[config.mk]
export PLATFORM = sky130hd
export DESIGN_NAME = bus_host_arbiter_flat
export DESIGN_NICKNAME = d
export VERILOG_FILES = /design/src/rtl/bus_host_arbiter_if.sv /design/src/rtl/bus_host_arbiter.sv /design/src/flat_wrapper.sv
export SDC_FILE = /design/constraint.sdc
export NUM_CORES = 1
export LEC_CHECK = 0
export CORE_AREA = 2 2 113 115
export CTS_CLUSTER_SIZE = 25
export DETAILED_ROUTE_END_ITERATION = 16
export DIE_AREA = 0 0 115 117
export GPL_ROUTABILITY_DRIVEN = 0
export PLACE_DENSITY_LB_ADDON = 0.12
export SKIP_LAST_GASP = 1
export SYNTH_ARGS = -nofsm -noshare
export SYNTH_HDL_FRONTEND = slang
export SYNTH_SLANG_ARGS = --single-unit
[constraint.sdc]
create_clock -name clk_i -period 1.8 [get_ports clk_i]
set_input_delay 0.36 -clock clk_i [delete_from_list [all_inputs] [get_ports clk_i]]
set_output_delay 0.36 -clock clk_i [all_outputs]
set_load 0.01 [all_outputs]
[src/rtl/bus_host_arbiter_if.sv]
// Host-side and device-side signals of the round-robin bus host arbiter.
// The slave modport is the arbiter's view; the master modport drives it.
interface bus_host_arbiter_if #(
    parameter int NrHosts        = 2,
    parameter int DataWidth      = 32,
    parameter int AddressWidth   = 32,
    parameter int MaxOutstanding = 2
);
    logic [NrHosts-1:0]              host_req_i;
    logic [NrHosts-1:0]              host_gnt_o;
    logic [NrHosts*AddressWidth-1:0] host_addr_i;
    logic [NrHosts-1:0]              host_we_i;
    logic [NrHosts*4-1:0]            host_be_i;
    logic [NrHosts*DataWidth-1:0]    host_wdata_i;
    logic [NrHosts-1:0]              host_rvalid_o;
    logic [DataWidth-1:0]            host_rdata_o;
    logic [NrHosts-1:0]              host_err_o;

    logic                            dev_req_o;
    logic                            dev_gnt_i;
    logic [AddressWidth-1:0]         dev_addr_o;
    logic                            dev_we_o;
    logic [3:0]                      dev_be_o;
    logic [DataWidth-1:0]            dev_wdata_o;
    logic                            dev_rvalid_i;
    logic [DataWidth-1:0]            dev_rdata_i;
    logic                            dev_err_i;

    logic [$clog2(MaxOutstanding+1)-1:0] outstanding_o;
    logic                                unexpected_rvalid_o;

    modport slave (
        input  host_req_i, host_addr_i, host_we_i, host_be_i, host_wdata_i,
        output host_gnt_o, host_rvalid_o, host_rdata_o, host_err_o,
        output dev_req_o, dev_addr_o, dev_we_o, dev_be_o, dev_wdata_o,
        input  dev_gnt_i, dev_rvalid_i, dev_rdata_i, dev_err_i,
        output outstanding_o, unexpected_rvalid_o
    );

    modport master (
        output host_req_i, host_addr_i, host_we_i, host_be_i, host_wdata_i,
        input  host_gnt_o, host_rvalid_o, host_rdata_o, host_err_o,
        input  dev_req_o, dev_addr_o, dev_we_o, dev_be_o, dev_wdata_o,
        output dev_gnt_i, dev_rvalid_i, dev_rdata_i, dev_err_i,
        input  outstanding_o, unexpected_rvalid_o
    );
endinterface

[src/rtl/bus_host_arbiter.sv]
// Round-robin arbiter sharing one req/gnt/rvalid bus host port among NrHosts requesters.
// Zero-cycle request path; selection locks while the device stalls; tag FIFO routes in-order responses.
module bus_host_arbiter #(
    parameter int NrHosts        = 2,
    parameter int DataWidth      = 32,
    parameter int AddressWidth   = 32,
    parameter int MaxOutstanding = 2
) (
    input  logic                clk_i,
    input  logic                rst_i,
    bus_host_arbiter_if.slave   bus
);
    localparam int PW = (NrHosts > 1) ? $clog2(NrHosts) : 1;
    localparam int TW = (MaxOutstanding > 1) ? $clog2(MaxOutstanding) : 1;
    localparam int CW = $clog2(MaxOutstanding + 1);

    logic [PW-1:0]      r_prio_ptr;
    logic [PW-1:0]      r_lock_idx;
    logic               r_locked;
    logic [PW-1:0]      r_tag [MaxOutstanding];
    logic [TW-1:0]      r_wptr;
    logic [TW-1:0]      r_rptr;
    logic [CW-1:0]      r_count;

    logic [PW-1:0]      w_sel;
    logic [PW-1:0]      w_head;
    logic               w_full;
    logic               w_dev_req;
    logic               w_grant;
    logic               w_pop;
    logic [NrHosts-1:0] w_gnt;
    logic [NrHosts-1:0] w_rvalid;
    logic [NrHosts-1:0] w_err;

    // Scan downward so the closest requester above prio_ptr is the last one written.
    always_comb begin
        int idx;
        w_sel = r_prio_ptr;
        for (int k = NrHosts - 1; k >= 0; k--) begin
            idx = int'(r_prio_ptr) + k;
            if (idx >= NrHosts) idx = idx - NrHosts;
            if (bus.host_req_i[idx]) w_sel = PW'(idx);
        end
        if (r_locked) w_sel = r_lock_idx;
    end

    assign w_full    = (r_count == CW'(MaxOutstanding));
    assign w_dev_req = (r_locked | (|bus.host_req_i)) & ~w_full & ~rst_i;
    assign w_grant   = w_dev_req & bus.dev_gnt_i;
    assign w_pop     = bus.dev_rvalid_i & (r_count != '0) & ~rst_i;
    assign w_head    = r_tag[r_rptr];

    always_comb begin
        w_gnt    = '0;
        w_rvalid = '0;
        w_err    = '0;
        if (w_grant) w_gnt[w_sel] = 1'b1;
        if (w_pop) begin
            w_rvalid[w_head] = 1'b1;
            w_err[w_head]    = bus.dev_err_i;
        end
    end

    assign bus.host_gnt_o          = w_gnt;
    assign bus.host_rvalid_o       = w_rvalid;
    assign bus.host_err_o          = w_err;
    assign bus.host_rdata_o        = bus.dev_rdata_i;
    assign bus.dev_req_o           = w_dev_req;
    assign bus.dev_addr_o          = bus.host_addr_i[w_sel*AddressWidth +: AddressWidth];
    assign bus.dev_we_o            = bus.host_we_i[w_sel];
    assign bus.dev_be_o            = bus.host_be_i[w_sel*4 +: 4];
    assign bus.dev_wdata_o         = bus.host_wdata_i[w_sel*DataWidth +: DataWidth];
    assign bus.outstanding_o       = r_count;
    assign bus.unexpected_rvalid_o = bus.dev_rvalid_i & (r_count == '0) & ~rst_i;

    always_ff @(posedge clk_i) begin
        if (rst_i) begin
            r_prio_ptr <= '0;
            r_lock_idx <= '0;
            r_locked   <= 1'b0;
            r_wptr     <= '0;
            r_rptr     <= '0;
            r_count    <= '0;
        end else begin
            if (w_grant) begin
                r_tag[r_wptr] <= w_sel;
                r_wptr        <= (r_wptr == TW'(MaxOutstanding - 1)) ? '0 : r_wptr + 1'b1;
                r_prio_ptr    <= (w_sel == PW'(NrHosts - 1)) ? '0 : w_sel + 1'b1;
                r_locked      <= 1'b0;
            end else if (w_dev_req) begin
                r_locked   <= 1'b1;
                r_lock_idx <= w_sel;
            end
            if (w_pop) begin
                r_rptr <= (r_rptr == TW'(MaxOutstanding - 1)) ? '0 : r_rptr + 1'b1;
            end
            case ({w_grant, w_pop})
                2'b10:   r_count <= r_count + 1'b1;
                2'b01:   r_count <= r_count - 1'b1;
                default: r_count <= r_count;
            endcase
        end
    end
endmodule

[src/flat_wrapper.sv]
// flat-port wrapper written by rule: the top's interface ports become plain ports
module bus_host_arbiter_flat 
#(
    parameter int NrHosts        = 2,
    parameter int DataWidth      = 32,
    parameter int AddressWidth   = 32,
    parameter int MaxOutstanding = 2
)
  (clk_i, rst_i, bus_host_req_i, bus_host_addr_i, bus_host_we_i, bus_host_be_i, bus_host_wdata_i, bus_host_gnt_o, bus_host_rvalid_o, bus_host_rdata_o, bus_host_err_o, bus_dev_req_o, bus_dev_addr_o, bus_dev_we_o, bus_dev_be_o, bus_dev_wdata_o, bus_dev_gnt_i, bus_dev_rvalid_i, bus_dev_rdata_i, bus_dev_err_i, bus_outstanding_o, bus_unexpected_rvalid_o);
  bus_host_arbiter_if #(.NrHosts(NrHosts), .DataWidth(DataWidth), .AddressWidth(AddressWidth), .MaxOutstanding(MaxOutstanding)) bus_i ();
  input  logic clk_i;
  input  logic rst_i;
  input wire logic [$bits(bus_i.host_req_i)-1:0] bus_host_req_i;
  input wire logic [$bits(bus_i.host_addr_i)-1:0] bus_host_addr_i;
  input wire logic [$bits(bus_i.host_we_i)-1:0] bus_host_we_i;
  input wire logic [$bits(bus_i.host_be_i)-1:0] bus_host_be_i;
  input wire logic [$bits(bus_i.host_wdata_i)-1:0] bus_host_wdata_i;
  output wire logic [$bits(bus_i.host_gnt_o)-1:0] bus_host_gnt_o;
  output wire logic [$bits(bus_i.host_rvalid_o)-1:0] bus_host_rvalid_o;
  output wire logic [$bits(bus_i.host_rdata_o)-1:0] bus_host_rdata_o;
  output wire logic [$bits(bus_i.host_err_o)-1:0] bus_host_err_o;
  output wire logic [$bits(bus_i.dev_req_o)-1:0] bus_dev_req_o;
  output wire logic [$bits(bus_i.dev_addr_o)-1:0] bus_dev_addr_o;
  output wire logic [$bits(bus_i.dev_we_o)-1:0] bus_dev_we_o;
  output wire logic [$bits(bus_i.dev_be_o)-1:0] bus_dev_be_o;
  output wire logic [$bits(bus_i.dev_wdata_o)-1:0] bus_dev_wdata_o;
  input wire logic [$bits(bus_i.dev_gnt_i)-1:0] bus_dev_gnt_i;
  input wire logic [$bits(bus_i.dev_rvalid_i)-1:0] bus_dev_rvalid_i;
  input wire logic [$bits(bus_i.dev_rdata_i)-1:0] bus_dev_rdata_i;
  input wire logic [$bits(bus_i.dev_err_i)-1:0] bus_dev_err_i;
  output wire logic [$bits(bus_i.outstanding_o)-1:0] bus_outstanding_o;
  output wire logic [$bits(bus_i.unexpected_rvalid_o)-1:0] bus_unexpected_rvalid_o;
  assign bus_i.host_req_i = bus_host_req_i;
  assign bus_i.host_addr_i = bus_host_addr_i;
  assign bus_i.host_we_i = bus_host_we_i;
  assign bus_i.host_be_i = bus_host_be_i;
  assign bus_i.host_wdata_i = bus_host_wdata_i;
  assign bus_host_gnt_o = bus_i.host_gnt_o;
  assign bus_host_rvalid_o = bus_i.host_rvalid_o;
  assign bus_host_rdata_o = bus_i.host_rdata_o;
  assign bus_host_err_o = bus_i.host_err_o;
  assign bus_dev_req_o = bus_i.dev_req_o;
  assign bus_dev_addr_o = bus_i.dev_addr_o;
  assign bus_dev_we_o = bus_i.dev_we_o;
  assign bus_dev_be_o = bus_i.dev_be_o;
  assign bus_dev_wdata_o = bus_i.dev_wdata_o;
  assign bus_i.dev_gnt_i = bus_dev_gnt_i;
  assign bus_i.dev_rvalid_i = bus_dev_rvalid_i;
  assign bus_i.dev_rdata_i = bus_dev_rdata_i;
  assign bus_i.dev_err_i = bus_dev_err_i;
  assign bus_outstanding_o = bus_i.outstanding_o;
  assign bus_unexpected_rvalid_o = bus_i.unexpected_rvalid_o;
  bus_host_arbiter #(.NrHosts(NrHosts), .DataWidth(DataWidth), .AddressWidth(AddressWidth), .MaxOutstanding(MaxOutstanding)) u_core (.clk_i(clk_i), .rst_i(rst_i), .bus(bus_i));
endmodule
# == Yosys cells after proc, flatten, opt, wreduce, memory -nomap -nowiden ==
# Memory sizes are Yosys's and may differ from the RTL's. A register that Yosys moved wholly into a read port is not among the register bits.
# Index checks and enable logic that the tools add are counted.
# op_classes
addsub,8
magnitude_cmp,8
n_eq_ne,3
shift,3
n_mux,29
bitwise_logic,12
n_reduce_logical,8
# op_table
cell,count
64-bit by 7-bit variable part select with 32-bit output,2
32-bit by 3-bit less-than comparator with 1-bit output (second input constant),2
32-bit 2-to-1 mux,2
32-bit by 3-bit greater-or-equal comparator with 1-bit output (second input constant),1
32-bit by 3-bit subtractor with 32-bit output (second input constant),1
1-bit 2-to-1 mux,21
8-bit by 4-bit variable part select with 4-bit output,1
1-bit AND,7
2-bit 2-to-1 mux,3
2-bit equality test (second input constant),2
1-bit by 2-bit less-than comparator with 1-bit output (second input constant),2
2-bit case mux with 2 select lines,1
2-bit nonzero test,2
2-bit OR reduction,2
1-bit adder (second input constant),3
1-bit NOT,3
1-bit by 2-bit subtractor with 3-bit output (second input constant),1
1-bit by 1-bit adder with 2-bit output (second input constant),1
2-bit by 1-bit adder with 2-bit output (second input constant),1
2-bit AND,1
1-bit demux with 1-bit select,2
2-bit by 1-bit equality test with 1-bit output (second input constant),1
1-bit greater-or-equal comparator (second input constant),2
1-bit by 2-bit greater-or-equal comparator with 1-bit output (second input constant),1
other kinds (5),6
# word_totals
ff_bits,7
ram_bits,2
input_bits,177
out_inout_bits,111
wordCells,78
mem_count,1
# mem_list
name,depth,width,rd,rd_clocked_by_memory_dff,write_ports,line_no,source
u_core.r_tag,2,1,1,1,1,bus_host_arbiter.sv:20,logic [PW-1:0] r_tag [MaxOutstanding];

# == Longest topological paths before layout ==
# logic_depth
depth_word,14
depth_mapped,7
depth_no_buf,7

# == Worst setup path before layout ==
# No wires, ideal clock.
# synth_path
kind,reg-to-reg
start,"register u_core.r_count[0], in the netlist u_core.bus.outstanding_o[0]"
end,"register u_core.r_count[1], in the netlist u_core.bus.outstanding_o[1]"
setup_ns,0.070
t_arrival_ns,1.940
t_required_ns,1.730
path_slack_ns,-0.211
path_stages_with_launch,7
n_path_buf,1
period_less_slack_ns,2.011
path_cell_list,dfxtp_1 > nor2b_2 > or4b_1 > buf_6 > ha_1 > or3_1 > a21oi_1
# synth_between
elab_chain_cells,7
elab_cells_between_ends,14
cone_classes,2 x add/sub; 3 x eq/ne; 1 x mux; 6 x bitwise; 2 x reduce/logical
# synth_lines
element,line_no,source
from (decl),bus_host_arbiter.sv:23,logic [CW-1:0] r_count;
from (signal assigned),bus_host_arbiter.sv:98,2'b10: r_count <= r_count + 1'b1;
from (signal assigned),bus_host_arbiter.sv:99,2'b01: r_count <= r_count - 1'b1;
from (signal assigned),bus_host_arbiter.sv:100,default: r_count <= r_count;
2-bit equality test,bus_host_arbiter.sv:47,assign w_full = (r_count == CW'(MaxOutstanding));
1-bit NOT,bus_host_arbiter.sv:48,assign w_dev_req = (r_locked | (|bus.host_req_i)) & ~w_full & ~rst_i;
1-bit AND (2 in series),bus_host_arbiter.sv:48,
1-bit AND,bus_host_arbiter.sv:49,assign w_grant = w_dev_req & bus.dev_gnt_i;
2-bit by 1-bit equality test with 1-bit output or 2-bit equality test (tied branches),bus_host_arbiter.sv:97,"case ({w_grant, w_pop})"
2-bit case mux with 2 select lines or 2-bit nonzero test (tied branches),--,
# Parallel ways exist; a longest one is shown, timed or not.
# A chain may end at the register's enable or synchronous reset.

# == Worst setup path in the final report ==
# layout_path
start,register u_core.r_prio_ptr
end,output bus_dev_wdata_o[7]
# layout_between
elab_chain_cells,10
elab_cells_between_ends,17
cone_classes,3 x add/sub; 2 x order compare; 1 x shift; 11 x mux
# layout_lines
element,line_no,source
from (decl),bus_host_arbiter.sv:17,logic [PW-1:0] r_prio_ptr;
from (signal assigned),bus_host_arbiter.sv:88,r_prio_ptr <= (w_sel == PW'(NrHosts - 1)) ? '0 : w_sel + 1'b1;
1-bit by 1-bit adder with 2-bit output,bus_host_arbiter.sv:40,idx = int'(r_prio_ptr) + k;
32-bit by 3-bit subtractor with 32-bit output or 32-bit by 3-bit greater-or-equal comparator with 1-bit output (tied branches),bus_host_arbiter.sv:41,if (idx >= NrHosts) idx = idx - NrHosts;
32-bit 2-to-1 mux,bus_host_arbiter.sv:41,
1-bit 2-to-1 mux (not written as such) (3 in series),bus_host_arbiter.sv:42,if (bus.host_req_i[idx]) w_sel = PW'(idx);
1-bit 2-to-1 mux,bus_host_arbiter.sv:42,
1-bit 2-to-1 mux *,bus_host_arbiter.sv:42,
1-bit 2-to-1 mux *,bus_host_arbiter.sv:44,if (r_locked) w_sel = r_lock_idx;
64-bit by 7-bit variable part select with 32-bit output *,bus_host_arbiter.sv:72,assign bus.dev_wdata_o = bus.host_wdata_i[w_sel*DataWidth +: DataWidth];
to (decl),flat_wrapper.sv:26,output wire logic [$bits(bus_i.dev_wdata_o)-1:0] bus_dev_wdata_o;
# Every way passes the cells marked *; elsewhere a longest branch is shown, timed or not. The select of a mux whose other input is x is not followed.

==> metrics.txt <==
outcome=finished, violations left; failing checks=negative setup slack; Worst Hold Path Cells=3; Starting Density=13.0%; Worst EP arrival=about 1900 ps; final hold vios=0; area growth from synthesis to layout=216%; H-tree levels=1; Pwr Density=516 mW/mm2; CTS root buf=clkbuf_16; Min-Delay Path Class=in -> reg; fraction of registers with async set/reset=0%; hold_buf cts=0; largest cells by area after synthesis=mux2_2 (45%), buf_4 (15%), dfxtp_1 (10%), buf_6 (5.6%), mux2_1 (4.2%); Max Root-Sink Buffers=2; Cell variety after synth=29; worst hold slack=roughly 460 ps; Syn. warnings=0; all-layer global routing usage=12.5%; Synth Flop Type=dfxtp_1; commonest non-fill, non-tap cell in the layout=clkdlybuf4s50_1; first-pass GRT wire length=12800 um; Pre-antenna DRT Iters=4; worst-path fanout max=6; via count=between 2k and 2.5k; Clock Skews=approximately 0.8 ps; Worst Min Path Start=rst_i; vias per cell=3.85; worst slew pin tran=approximately 370 ps; post-layout minimum cycle time=approximately 2300 ps; data required time at the worst endpoint=about 1400 ps; remaining antenna violation count=0; #FFs+latches synth=10; setup tns final=-28140 ps; CTS tree=built; io pins=288; Iter 0 DRT Violations=24; CTS clk-pin slew, worst paths=40 ps; syn_area_per_cell=9.67 um2; DRC=0; final worst setup slack=-496 ps; Fill cells=between 1k and 1.5k; initial antenna violation count=0; Power Total=2.61 mW; diode count=0; area of the multi-input gates=roughly 0.0013 mm2; Post-Syn Area=between 0.0015 and 0.002 mm2; CTS sink count=10; Die Wd=about 120 um; Peak supply drop=about 250 uV; Post-synth EDFFs=2; die span in y=approximately 120 um; synthesized net count=344; commonest non-fill, non-tap cells in the layout=clkdlybuf4s50_1 (141), buf_6 (101), mux2_4 (65); Seq/Total Area, Yosys=13.7%; Synth top area share=between 40% and 50%; critical path class=reg -> out; Critical Path Sink Type=output pin; core area=between 0.01 and 0.015 mm2; hpwl dp=7080 um; Slew Viols, Final=0; Lkg Pwr=between 2 and 2.5 nW; Total Wirelength=9250 um; Synth area leader=mux2_2; Final period util=128%; startpoint types=flop; Setup-failing EPs final=73; R2R cell count=9; hold path endpoint=u_core.r_locked; number of global-route vias before repair=2306; CTS Buf Count=3; Cell Rows=41; number of max-cap violations=0; Synth Instances=166; Nets=~610; largest net degree at the start of global routing=8; RR Endpoint=u_core.bus.outstanding_o[1]; Sequential Area=around 230 um2; R2R Setup Slk=-290 ps; Port-buffer cells=223; gr ovfl total=0; wire length per cell=around 16 um; relative max-transition margin=about three quarters; maximum operating frequency=between 400 and 500 MHz; die area=between 0.01 and 0.015 mm2; Clk Latency, worst-skew pair=230 ps; layout cells sized above 1=around 58%; Worst R2R Start=u_core.r_locked; unrepaired setup endpoints after global routing=yes
cell usage after synthesis (2+ instances only):
| master | instances |
|---|---|
| edfxtp_1 | 2 |
| mux2_1 | 6 |
| inv_1 | 3 |
| buf_6 | 8 |
| mux2_2 | 64 |
| nand2_1 | 2 |
| dfxtp_1 | 8 |
| nor2_1 | 16 |
| nor3_1 | 3 |
| xnor2_1 | 2 |
| a21oi_1 | 3 |
| buf_4 | 32 |
state kept, by name, summed over array words and instances, names as in the netlist, named ones only:
| signal | count |
|---|---|
| u_core.r_locked | 1 |
| u_core.bus.outstanding_o | 2 |
| u_core.r_tag | 2 |
| u_core.r_rptr | 1 |
| u_core.r_lock_idx | 1 |
| u_core.r_wptr | 1 |
| u_core.r_prio_ptr | 1 |
where the power goes:
part,switching [mW],total [mW],leakage (nW),internal (mW)
clock,0.0986,0.389,0.0385,0.291
sequential,0.0130,0.263,0.0859,0.250
combinational,0.608,1.96,2.16,1.35
total,0.720,2.61,2.28,1.89
per-layer routing:
layer | track usage [%] | wire length (um) | vias to the layer above
met5 | 0 | 0 | -
met4 | 2.73 | 106 | 0
met3 | 3.76 | 790 | 10
met2 | 23.7 | 5080 | 134
met1 | 13.8 | 3270 | 1002
li1 | - | - | 1070
how the worst max path moves through the flow:
stage,startpoint,to,cells after the start
after floorplan,u_core.bus.outstanding_o[1],u_core.bus.outstanding_o[1],7
after global placement,bus_host_req_i[1],bus_dev_wdata_o[3],7
after detailed placement,bus_host_req_i[1],bus_dev_wdata_o[0],7
after CTS,u_core.r_locked,bus_dev_wdata_o[29],8
after global routing,u_core.r_prio_ptr,bus_dev_wdata_o[20],9
final,u_core.r_prio_ptr,bus_dev_wdata_o[7],9
final cells by class:
| cell class | instances | share of cell area (%) |
|---|---|---|
| multi-input cells | 111 | 26.5 |
| clock inverters | 1 | 0.0740 |
| well taps | 150 | 3.70 |
| clock buffers | 3 | 1.48 |
| inverters | 4 | 0.444 |
| flip-flops and latches | 10 | 4.49 |
| repair buffers | 297 | 63.3 |
cell families (layout without fill, tap and decap cells):
| logic type | count (synthesis) | after routing | share of synthesized area [%] |
|---|---|---|---|
| adder cells (fa/ha/maj) | 1 | 1 | 0.779 |
| flip-flops | 10 | 10 | 13.7 |
| AO/OA/AOI/OAI | 7 | 7 | 2.88 |
| buffers and inverters | 45 | 305 | 21.9 |
| multiplexers | 71 | 71 | 49.7 |
| XOR/XNOR | 4 | 4 | 2.65 |
| AND/OR/NAND/NOR | 28 | 28 | 8.34 |
per-stage QoR:
stage	utilization, %	instances	worst slack, ps	instance area [um2]
after floorplan	-	166	-82.9	1750
after global placement	32.6	518	-1030	4010
after detailed placement	32.6	518	-1020	4010
after CTS	38.6	562	-545	4750
after global routing	41.2	576	-552	5070
final	41.2	576	-496	5070
critical path, stage by stage, from the launching register on:
cell,delay (ps)
dfxtp_2,340
a21oi_2,40
o31a_4,380
inv_8,80
buf_8,110
buf_12,100
buf_8,120
buf_6,110
mux2_4,300
buf_6,120
timing repair:
action | CTS | global route
gates resized for setup | 433 | 67
endpoints found under the hold margin | 0 | 0
setup endpoints to repair | 81 | 77
buffers inserted | 34 | 20
pin swaps | 5 | 5
gates cloned | 6 | 0
Note: power is estimated with default switching activity, not from simulation.
